--- config.mk ---
export PLATFORM = sky130hd
export DESIGN_NAME = heat_3d_kernel_flat
export DESIGN_NICKNAME = d
export VERILOG_FILES = /design/src/rtl/heat_3d_kernel_if.sv /design/src/rtl/heat_3d_kernel.sv /design/src/flat_wrapper.sv
export SDC_FILE = /design/constraint.sdc
export NUM_CORES = 1
export LEC_CHECK = 0
export CORE_MARGIN = 5
export CORE_UTILIZATION = 60
export DETAILED_ROUTE_END_ITERATION = 10
export GPL_TIMING_DRIVEN = 0
export PLACE_DENSITY_LB_ADDON = 0.05
export RECOVER_POWER = 25
export SYNTH_ARGS = -nofsm -noshare
export SYNTH_HDL_FRONTEND = slang
export SYNTH_SLANG_ARGS = --single-unit
--- constraint.sdc ---
create_clock -name ap_clk -period 10.9 [get_ports ap_clk]
set_clock_uncertainty 0.05 [all_clocks]
set_input_delay 1.635 -clock ap_clk [delete_from_list [all_inputs] [get_ports ap_clk]]
set_output_delay 1.635 -clock ap_clk [all_outputs]
set_load 0.02 [all_outputs]
--- src/rtl/heat_3d_kernel_if.sv ---
// heat_3d_kernel_if: control handshake plus the two RAM ports of heat_3d_kernel.
//   ap_start/ap_done/ap_idle/ap_ready : start/done handshake
//   A_*0 : RAM port 0 (read/write), A_*1 : RAM port 1 (read-only)
// master = kernel side, slave = host/RAM side.
interface heat_3d_kernel_if #(
  parameter int unsigned AW = 16,
  parameter int unsigned DW = 32
);
  logic          ap_start;
  logic          ap_done;
  logic          ap_idle;
  logic          ap_ready;
  logic [AW-1:0] A_address0;
  logic          A_ce0;
  logic          A_we0;
  logic [DW-1:0] A_d0;
  logic [DW-1:0] A_q0;
  logic [AW-1:0] A_address1;
  logic          A_ce1;
  logic          A_we1;
  logic [DW-1:0] A_d1;
  logic [DW-1:0] A_q1;

  modport master (
    input  ap_start, A_q0, A_q1,
    output ap_done, ap_idle, ap_ready,
    output A_address0, A_ce0, A_we0, A_d0,
    output A_address1, A_ce1, A_we1, A_d1
  );

  modport slave (
    output ap_start, A_q0, A_q1,
    input  ap_done, ap_idle, ap_ready,
    input  A_address0, A_ce0, A_we0, A_d0,
    input  A_address1, A_ce1, A_we1, A_d1
  );
endinterface

--- src/rtl/heat_3d_kernel.sv ---
// heat_3d_kernel: in-place Jacobi 7-point 3-D heat stencil over two N^3 grids (A at 0, B at N^3)
// held in an external dual-port RAM. Each time step sweeps A->B then B->A over interior points.
// Ports: ap_clk, ap_rst (async, active-high), bus (heat_3d_kernel_if.master: handshake + RAM).
module heat_3d_kernel #(
  parameter int unsigned N      = 10,
  parameter int unsigned TSTEPS = 20,
  parameter int unsigned AW     = 16,
  parameter int unsigned DW     = 32
) (
  input  logic             ap_clk,
  input  logic             ap_rst,
  heat_3d_kernel_if.master bus
);

  localparam int unsigned CW = (N > 2) ? $clog2(N) : 1;
  localparam int unsigned TW = $clog2(TSTEPS + 1);
  localparam int unsigned SW = DW + 4;

  localparam logic [CW-1:0] FirstIdx = CW'(1);
  localparam logic [CW-1:0] LastIdx  = CW'(N - 2);
  localparam logic [TW-1:0] LastT    = TW'(TSTEPS - 1);
  localparam logic [AW-1:0] StrideI  = AW'(N * N);
  localparam logic [AW-1:0] StrideJ  = AW'(N);
  localparam logic [AW-1:0] GridSize = AW'(N * N * N);

  typedef enum logic [2:0] {StIdle, StRd0, StRd1, StRd2, StRd3, StCap, StWr, StDone} state_e;

  state_e                 state_q, state_d;
  logic [CW-1:0]          i_q, i_d, j_q, j_d, k_q, k_d;
  logic [TW-1:0]          t_q, t_d;
  logic                   dir_q, dir_d;   // 0: A->B, 1: B->A
  logic [DW-1:0]          c_q, c_d;
  logic signed [SW-1:0]   acc_q, acc_d;   // running sum of the six neighbours

  function automatic logic signed [SW-1:0] sext(input logic [DW-1:0] x);
    sext = {{(SW - DW){x[DW-1]}}, x};
  endfunction

  logic [AW-1:0]        ctr, src, dst;
  logic signed [SW-1:0] c_ext, diff, res_full;
  logic                 last_point;

  always_comb begin
    ctr      = AW'(i_q) * StrideI + AW'(j_q) * StrideJ + AW'(k_q);
    src      = (dir_q ? GridSize : '0) + ctr;
    dst      = (dir_q ? '0 : GridSize) + ctr;
    c_ext    = sext(c_q);
    diff     = acc_q - ((c_ext <<< 2) + (c_ext <<< 1));
    res_full = c_ext + (diff >>> 3);
    last_point = (i_q == LastIdx) && (j_q == LastIdx) && (k_q == LastIdx) && dir_q &&
                 (t_q == LastT);
  end

  // State register
  always_ff @(posedge ap_clk or posedge ap_rst) begin
    if (ap_rst) begin
      state_q <= StIdle;
      i_q     <= FirstIdx;
      j_q     <= FirstIdx;
      k_q     <= FirstIdx;
      t_q     <= '0;
      dir_q   <= 1'b0;
      c_q     <= '0;
      acc_q   <= '0;
    end else begin
      state_q <= state_d;
      i_q     <= i_d;
      j_q     <= j_d;
      k_q     <= k_d;
      t_q     <= t_d;
      dir_q   <= dir_d;
      c_q     <= c_d;
      acc_q   <= acc_d;
    end
  end

  // Next state
  always_comb begin
    state_d = state_q;
    unique case (state_q)
      StIdle:  if (bus.ap_start) state_d = StRd0;
      StRd0:   state_d = StRd1;
      StRd1:   state_d = StRd2;
      StRd2:   state_d = StRd3;
      StRd3:   state_d = StCap;
      StCap:   state_d = StWr;
      StWr:    state_d = last_point ? StDone : StRd0;
      StDone:  state_d = StIdle;
      default: state_d = StIdle;
    endcase
  end

  // Datapath / loop counters; each capture consumes the q of the previous cycle's reads
  always_comb begin
    i_d   = i_q;
    j_d   = j_q;
    k_d   = k_q;
    t_d   = t_q;
    dir_d = dir_q;
    c_d   = c_q;
    acc_d = acc_q;
    unique case (state_q)
      StIdle: begin
        i_d   = FirstIdx;
        j_d   = FirstIdx;
        k_d   = FirstIdx;
        t_d   = '0;
        dir_d = 1'b0;
      end
      StRd1: begin
        c_d   = bus.A_q0;
        acc_d = sext(bus.A_q1);
      end
      StRd2, StRd3: acc_d = acc_q + sext(bus.A_q0) + sext(bus.A_q1);
      StCap:        acc_d = acc_q + sext(bus.A_q0);
      StWr: begin
        if (k_q != LastIdx) begin
          k_d = k_q + CW'(1);
        end else begin
          k_d = FirstIdx;
          if (j_q != LastIdx) begin
            j_d = j_q + CW'(1);
          end else begin
            j_d = FirstIdx;
            if (i_q != LastIdx) begin
              i_d = i_q + CW'(1);
            end else begin
              i_d   = FirstIdx;
              dir_d = ~dir_q;
              if (dir_q) t_d = t_q + TW'(1);
            end
          end
        end
      end
      default: ;
    endcase
  end

  // Outputs
  always_comb begin
    bus.ap_idle    = (state_q == StIdle);
    bus.ap_done    = (state_q == StDone);
    bus.ap_ready   = (state_q == StDone);
    bus.A_address0 = '0;
    bus.A_ce0      = 1'b0;
    bus.A_we0      = 1'b0;
    bus.A_d0       = '0;
    bus.A_address1 = '0;
    bus.A_ce1      = 1'b0;
    bus.A_we1      = 1'b0;
    bus.A_d1       = '0;
    unique case (state_q)
      StRd0: begin
        bus.A_ce0 = 1'b1; bus.A_address0 = src;
        bus.A_ce1 = 1'b1; bus.A_address1 = src - StrideI;
      end
      StRd1: begin
        bus.A_ce0 = 1'b1; bus.A_address0 = src + StrideI;
        bus.A_ce1 = 1'b1; bus.A_address1 = src - StrideJ;
      end
      StRd2: begin
        bus.A_ce0 = 1'b1; bus.A_address0 = src + StrideJ;
        bus.A_ce1 = 1'b1; bus.A_address1 = src - AW'(1);
      end
      StRd3: begin
        bus.A_ce0 = 1'b1; bus.A_address0 = src + AW'(1);
      end
      StWr: begin
        bus.A_ce0 = 1'b1; bus.A_we0 = 1'b1;
        bus.A_address0 = dst;
        bus.A_d0       = res_full[DW-1:0];
      end
      default: ;
    endcase
  end

endmodule

--- src/flat_wrapper.sv ---
// flat-port wrapper written by rule: the top's interface ports become plain ports
module heat_3d_kernel_flat 
#(
  parameter int unsigned N      = 10,
  parameter int unsigned TSTEPS = 20,
  parameter int unsigned AW     = 16,
  parameter int unsigned DW     = 32
)
  (ap_clk, ap_rst, bus_ap_start, bus_A_q0, bus_A_q1, bus_ap_done, bus_ap_idle, bus_ap_ready, bus_A_address0, bus_A_ce0, bus_A_we0, bus_A_d0, bus_A_address1, bus_A_ce1, bus_A_we1, bus_A_d1);
  heat_3d_kernel_if #(.AW(AW), .DW(DW)) bus_i ();
  input  logic ap_clk;
  input  logic ap_rst;
  input wire logic [$bits(bus_i.ap_start)-1:0] bus_ap_start;
  input wire logic [$bits(bus_i.A_q0)-1:0] bus_A_q0;
  input wire logic [$bits(bus_i.A_q1)-1:0] bus_A_q1;
  output wire logic [$bits(bus_i.ap_done)-1:0] bus_ap_done;
  output wire logic [$bits(bus_i.ap_idle)-1:0] bus_ap_idle;
  output wire logic [$bits(bus_i.ap_ready)-1:0] bus_ap_ready;
  output wire logic [$bits(bus_i.A_address0)-1:0] bus_A_address0;
  output wire logic [$bits(bus_i.A_ce0)-1:0] bus_A_ce0;
  output wire logic [$bits(bus_i.A_we0)-1:0] bus_A_we0;
  output wire logic [$bits(bus_i.A_d0)-1:0] bus_A_d0;
  output wire logic [$bits(bus_i.A_address1)-1:0] bus_A_address1;
  output wire logic [$bits(bus_i.A_ce1)-1:0] bus_A_ce1;
  output wire logic [$bits(bus_i.A_we1)-1:0] bus_A_we1;
  output wire logic [$bits(bus_i.A_d1)-1:0] bus_A_d1;
  assign bus_i.ap_start = bus_ap_start;
  assign bus_i.A_q0 = bus_A_q0;
  assign bus_i.A_q1 = bus_A_q1;
  assign bus_ap_done = bus_i.ap_done;
  assign bus_ap_idle = bus_i.ap_idle;
  assign bus_ap_ready = bus_i.ap_ready;
  assign bus_A_address0 = bus_i.A_address0;
  assign bus_A_ce0 = bus_i.A_ce0;
  assign bus_A_we0 = bus_i.A_we0;
  assign bus_A_d0 = bus_i.A_d0;
  assign bus_A_address1 = bus_i.A_address1;
  assign bus_A_ce1 = bus_i.A_ce1;
  assign bus_A_we1 = bus_i.A_we1;
  assign bus_A_d1 = bus_i.A_d1;
  heat_3d_kernel #(.N(N), .TSTEPS(TSTEPS), .AW(AW), .DW(DW)) u_core (.ap_clk(ap_clk), .ap_rst(ap_rst), .bus(bus_i));
endmodule
==> reports/results.tsv, run 1 <==
stage	metric	value	unit
finish	layout cells sized above 1	4.320	%
setup_path	critical path data arrival time	7.52	ns
grt	via count of the first global-routing pass	14350	
clock_network	postcts setup bufs	0	
grt	initial antenna violation count	0	
flow_run	MaxCap Viol Count	2	
grt	met1 track demand over resource	44.97	%
finish	multi-input logic area	11420	µm²
drt	via/cell ratio	6.296	
synth	Mapped Cells	1875	
synth	Yosys reg bits	88	
floorplan	core area	23540	µm²
synth	Mapped Area	14380	µm²
sta	Setup TNS Final	0	ns
sta	period utilization	84.42	%
synth	number of synthesized flops with an enable pin	0	
clock_network	CTS Buf Count	9	
floorplan	IO Pins	170	
drt	DRT iter0 DRCs	1480	
setup_path	critical path required time	9.22	ns
grt	met2 usage	56.13	%
finish	fillcell total	2045	
grt	largest net degree at the start of global routing	48	
min_path	worst hold path class	reg2reg	
grt	grt met3 use	6.139	%
clock_network	Clock Path Buffers	2	
finish	most common cell after layout, fill and taps aside	nor2_1	
finish	Util after Layout	70.29	%
grt	global-route wire length before repair	74.13	mm
synth	ys async rst share	100.0	%
status	status	finished with violations	
clock_network	CTS sink count	88	
drt	DR vias	14980	
place	Port Buf Inserts	133	
synth	Cell variety after synth	90	
finish	register area	2206	µm²
grt	gr busiest metal	met2	
sta	Final Max Slew Viols	91	
setup_path	R2R cell count	22	
finish	most frequent cells in the layout	nor2_1, ha_1, nand2_1, a21oi_1, o21ai_0	
floorplan	die area	27160	µm²
grt	GRT Total Usage	34.23	%
sta	setup repair after global routing missed its margin	false	
finish	nets	2342	
setup_path	crit end category	primary output	
finish	Finished Layout Cells	2379	
floorplan	# rows	56	
synth	prevailing post-synth register cell	dfrtp_1	
sta	min Tclk post-route	9.201	ns
floorplan	Die Span X	164.8	µm
synth	top cell type's share of synthesized area	15.84	%
setup_path	WS Path Type	reg2out	
drt	detailed-route DRC error count	0	
synth	Avg Cell Area, Syn	7.668	µm²
finish	number of inserted diodes	0	
clock_network	post_cts resized	0	
grt	grt ovf	0	
clock_network	hold-fix buffer count after cts	0	
clock_network	CTS tree	built	
floorplan	Die Span Y	164.8	µm
drt	1st-pass router iterations	6	
place	RD Place Congestion	0.9814	
sta	actual slew at the worst max-slew pin	2.714	ns
finish	P&R area growth vs syn	15.09	%
status	failing checks	max-capacitance violations, max-slew violations	
clock_network	CTS H-Tree Depth	3	
synth	Seq/Total Area, Yosys	15.34	%
setup_path	CP max FO	5	
sta	Max Clk Rate	0.1087	GHz
clock_network	root buffer cell	clkbuf_16	
clock_network	worst skew pair latency	0.37	ns
setup_path	Critical Path Start Type	flip-flop	
floorplan	Starting Density	61.07	%
place	Placed Instances	2363	
synth	Synth area leader	ha_1	
sta	final hold violation count	0	
drt	Final ANT Viol Nets	0	
synth	Synth area leaders	ha_1, dfrtp_1, xnor2_1	
drt	DRT Wirelength	47.20	mm
min_path	hold path cells	2	
place	DP HPWL	37.32	mm
clock_network	Clock Pin Slew Worst Setup and Hold Paths	0.08	ns
sta	Setup Viol. Count Final	0	
drt	drt wl/cell	19.84	µm
sta	relative slew slack	-80.91	%
synth	Yosys Warn Count	0	
## worst max-delay path: stages, from the launching register on
cell and delay, ns:
dfrtp_1 0.39, inv_1 0.17, fa_1 0.45, ha_1 0.34
o21ai_0 0.10, o21a_1 0.21, nor3_1 0.43, o2111ai_1 0.24
o22ai_1 0.39, nor2_1 0.10, ha_1 0.38, and3_1 0.24
nand3_1 0.11, a2111oi_0 1.02, nor4_1 0.24, o311ai_0 0.73
nand2b_1 0.22, o21ai_0 0.26, a21oi_1 0.13, xnor2_1 0.14
xnor2_1 0.13, nor2_1 0.10, clkdlybuf4s50_1 0.62
## registers in the layout, summed over array words and instances, names as in the netlist
signal / cells
u_core.acc_q: 35
u_core.c_q: 32
u_core.t_q: 5
u_core.i_q: 4
u_core.j_q: 4
u_core.k_q: 4
u_core.state_q: 3
u_core.dir_q: 1
## Yosys cell counts (6+ instances only)
library cell  count
a211o_1           7
a211oi_1         18
a21o_1           62
a21oi_1         164
a221oi_1          8
a22oi_1          17
a31oi_1          19
a32oi_1           9
and2_1           10
and3_1           14
buf_1            12
buf_4            37
clkbuf_1         48
dfrtp_1          85
fa_1             38
ha_1            182
inv_1            97
mux2i_1          18
nand2_1         164
nand2b_1         23
nand3_1          34
nand4_1          12
nor2_1          193
nor2b_1          23
nor3_1           38
nor3b_1           8
nor4_1            6
o211ai_1         19
o21a_1           24
o21ai_0         150
o21ai_1           9
o21bai_1         18
o221ai_1         12
o22ai_1          23
o31ai_1          11
or2_2             6
or3_1            14
xnor2_1         109
xor2_1           51
## layer usage
metal  part of all wire (%)  wire length [µm]
met3                    8.2              3857
met4                    4.1              1921
met5                      0                 0
met2                     45             21410
met1                     42             20020
## worst paths after layout
path	from	endpoint	slack (ns)
setup / recovery	u_core.c_q[1]	bus_A_d0[31]	1.70
hold / removal	u_core.t_q[4]	u_core.t_q[4]	0.52
setup reg to reg	u_core.acc_q[1]	u_core.acc_q[33]	4.77
hold reg to reg	u_core.t_q[4]	u_core.t_q[4]	0.52
max in group asynchronous	ap_rst	u_core.acc_q[20]	5.38
min in group asynchronous	ap_rst	u_core.t_q[4]	2.18
## cell families after synthesis
kind of cell,after synthesis,share of synthesized area (%)
XOR/XNOR,162,10.05
AO/OA/AOI/OAI,622,27.67
AND/OR/NAND/NOR,564,18.23
other,1,0.02608
multiplexers,20,1.410
adder cells (fa/ha/maj),220,21.13
flip-flops,88,15.34
buffers and inverters,198,6.144
## per-stage QoR
| step | area (µm²) | setup WS (ns) | hold WS [ns] |
|---|---|---|---|
| final | 16550 | 1.699 | 0.5155 |
| after global placement | 16240 | 2.195 | 0.4862 |
| after global routing | 16550 | 1.208 | 0.5319 |
| after CTS | 16570 | 1.698 | 0.5157 |
| after detailed placement | 16270 | 2.153 | 0.5067 |
| after floorplan | 14510 | 4.118 | 0.4542 |
## cell type report
class                      instances  area share [%]
buffer                            98           3.070
clock buffer                       9           1.361
clock inverter                     7          0.4688
inverter                         100           2.276
multi-input combinational       1624           69.01
sequential                        88           13.33
tap                              319           2.412
timing repair buffer             134           8.068
Power of run 1 is left out: the tool's default activity adds up to more than one toggle a clock period on the data nets, which glitch-free logic cannot reach.
==> run 2, diff against run 1 <==
--- a/config.mk
+++ b/config.mk
@@ -6,7 +6,7 @@
 export NUM_CORES = 1
 export LEC_CHECK = 0
 export CORE_MARGIN = 5
-export CORE_UTILIZATION = 60
+export CORE_UTILIZATION = 53
 export DETAILED_ROUTE_END_ITERATION = 10
 export GPL_TIMING_DRIVEN = 0
 export PLACE_DENSITY_LB_ADDON = 0.05
==> constraint.sdc (replaced) <==
create_clock -name ap_clk -period 7.95 [get_ports ap_clk]
set_clock_uncertainty 0.05 [all_clocks]
set_input_delay 1.1925 -clock ap_clk [delete_from_list [all_inputs] [get_ports ap_clk]]
set_output_delay 1.1925 -clock ap_clk [all_outputs]
set_load 0.02 [all_outputs]
==> reports/results.tsv, run 2 (same netlist as run 1, synthesis figures left out) <==
stage	metric	value	unit
status	status	finished with violations	
status	failing checks	max-capacitance violations, max-slew violations	
drt	DRT Wirelength	46.95	mm
drt	detailed-route DRC error count	0	
setup_path	critical path required time	6.71	ns
sta	relative slew slack	-85.01	%
setup_path	CP max FO	4	
setup_path	reg2reg start	u_core.acc_q[1]	
place	DP HPWL	37.19	mm
flow_run	MaxCap Viol Count	2	
finish	nets	2344	
place	Port Buf Inserts	133	
setup_path	R2R cell count	22	
drt	drt wl/cell	19.55	µm
clock_network	worst skew pair latency	0.36	ns
clock_network	CTS tree	built	
clock_network	CTS sink count	88	
setup_path	critical path data arrival time	6.29	ns
clock_network	root buffer cell	clkbuf_16	
setup_path	CP cell instances	inv_1, fa_1, ha_1, o21ai_1, o21a_1, nor3_2, o2111ai_2, o22ai_2, a311oi_4, o21ai_2, nor2_1, xnor2_1, ha_1, nor4_1, o21ai_0, and2_1, a211oi_1, xor2_1, nor2_1, clkdlybuf4s50_1	
grt	grt ovf	0	
floorplan	Starting Density	53.65	%
setup_path	crit end category	primary output	
finish	most common cell after layout, fill and taps aside	nor2_1	
sta	period utilization	94.79	%
setup_path	crit-path max cell delay	0.90	ns
drt	via/cell ratio	6.069	
floorplan	Die Span X	174.7	µm
finish	number of inserted diodes	0	
clock_network	Clock Pin Slew Worst Setup and Hold Paths	0.07	ns
drt	Final ANT Viol Nets	0	
sta	actual slew at the worst max-slew pin	2.775	ns
finish	Top reg by flops	u_core.acc_q	
min_path	hold path start	u_core.t_q[4]	
finish	max reg flops	35	
floorplan	IO Pins	170	
sta	worst hold slack	0.5111	ns
grt	GRT Total Usage	29.52	%
floorplan	die area	30520	µm²
setup_path	r2r setup slk	1.69	ns
floorplan	core area	26800	µm²
floorplan	Die Span Y	174.7	µm
finish	layout cells sized above 1	5.046	%
min_path	worst hold path class	reg2reg	
sta	final hold violation count	0	
grt	via count of the first global-routing pass	13720	
grt	initial antenna violation count	1	
drt	DR vias	14580	
setup_path	crit path max-delay cell type	nor4_1	
finish	most frequent cells in the layout	nor2_1, ha_1, nand2_1	
sta	min Tclk post-route	7.536	ns
clock_network	CTS Buf Count	9	
min_path	WHS Endpoint	u_core.t_q[4]	
setup_path	R2R Path End	u_core.acc_q[33]	
min_path	hold path cells	2	
floorplan	# rows	60	
sta	setup repair after global routing missed its margin	false	
drt	1st-pass router iterations	5	
setup_path	Critical Path Start Type	flip-flop	
finish	Largest regs	u_core.acc_q x35, u_core.c_q x32, u_core.t_q x5	
grt	largest net degree at the start of global routing	46	
sta	Final Max Slew Viols	91	
setup_path	WS Path Type	reg2out	
drt	DRT iter0 DRCs	1147	
sta	Setup TNS Final	0	ns
place	RD Place Congestion	0.9828	
clock_network	CTS H-Tree Depth	3	
sta	Setup Viol. Count Final	0	
grt	global-route wire length before repair	72.89	mm
clock_network	Clock Path Buffers	2	
sta	Max Clk Rate	0.1327	GHz
finish	P&R area growth vs syn	16.53	%
## run 2: stage by stage
stage | worst slack (ns) | area, µm² | cells | utilization (%)
2_1_floorplan | 1.611 | 14510 | 1910 | -
3_3_place_gp | -0.2861 | 16270 | 2384 | 60.70
3_5_place_dp | -0.2841 | 16300 | 2385 | 60.81
4_1_cts | 0.04627 | 16660 | 2400 | 62.18
5_1_grt | 0.007095 | 16750 | 2402 | 62.52
6_report | 0.4139 | 16750 | 2402 | 62.52
## run 2: worst max-delay path by stage
stage / startpoint / to / slack [ns] / depth (start not counted)
floorplan: u_core.j_q[0] / bus_A_address1[13] / 1.61 / 19
global placement: u_core.c_q[1] / bus_A_d0[31] / -0.29 / 22
detailed placement: u_core.c_q[1] / bus_A_d0[31] / -0.28 / 22
CTS: u_core.c_q[1] / bus_A_d0[31] / 0.05 / 25
global route: u_core.j_q[0] / bus_A_address0[10] / 0.007 / 23
finish: u_core.c_q[1] / bus_A_d0[25] / 0.41 / 20
## run 2: worst max-delay path: cells and delay by family (launching register included)
family	cells	cell delay, ns
AOI/OAI and AO/OA	8	1.79
and+or+nand+nor	5	1.66
adders and majority gates	3	1.05
buffers and inverters	2	0.79
DFF	1	0.39
xor gates and xnor gates	2	0.24
## run 2: layout make-up
| type | count | area, µm² |
|---|---|---|
| plain buffers | 98 | 510.5 |
| repair buffers | 136 | 1360 |
| flip-flops and latches | 88 | 2206 |
| multi-input cells | 1624 | 11540 |
| well taps | 341 | 426.7 |
| fillers | 2496 | 10050 |
| clock buffers | 10 | 229.0 |
| clock inverters | 5 | 106.4 |
| inverters | 100 | 376.6 |
## run 2: metal layers
layer / up-vias / track usage, % / wire, µm
li1: 7070 / - / -
met4: 2 / 8.969 / 1335
met3: 92 / 3.245 / 3162
met2: 542 / 48.70 / 21420
met5: - / 0 / 7
met1: 6872 / 40.90 / 21020
## run 2: timing repair
item	4_1_cts	5_1_grt
hold buffers	0	0
endpoints found under the setup margin	5	19
resized for setup	8	23
pin swaps	0	3
setup buffers	0	2
Power of run 2 is left out for the same reason.
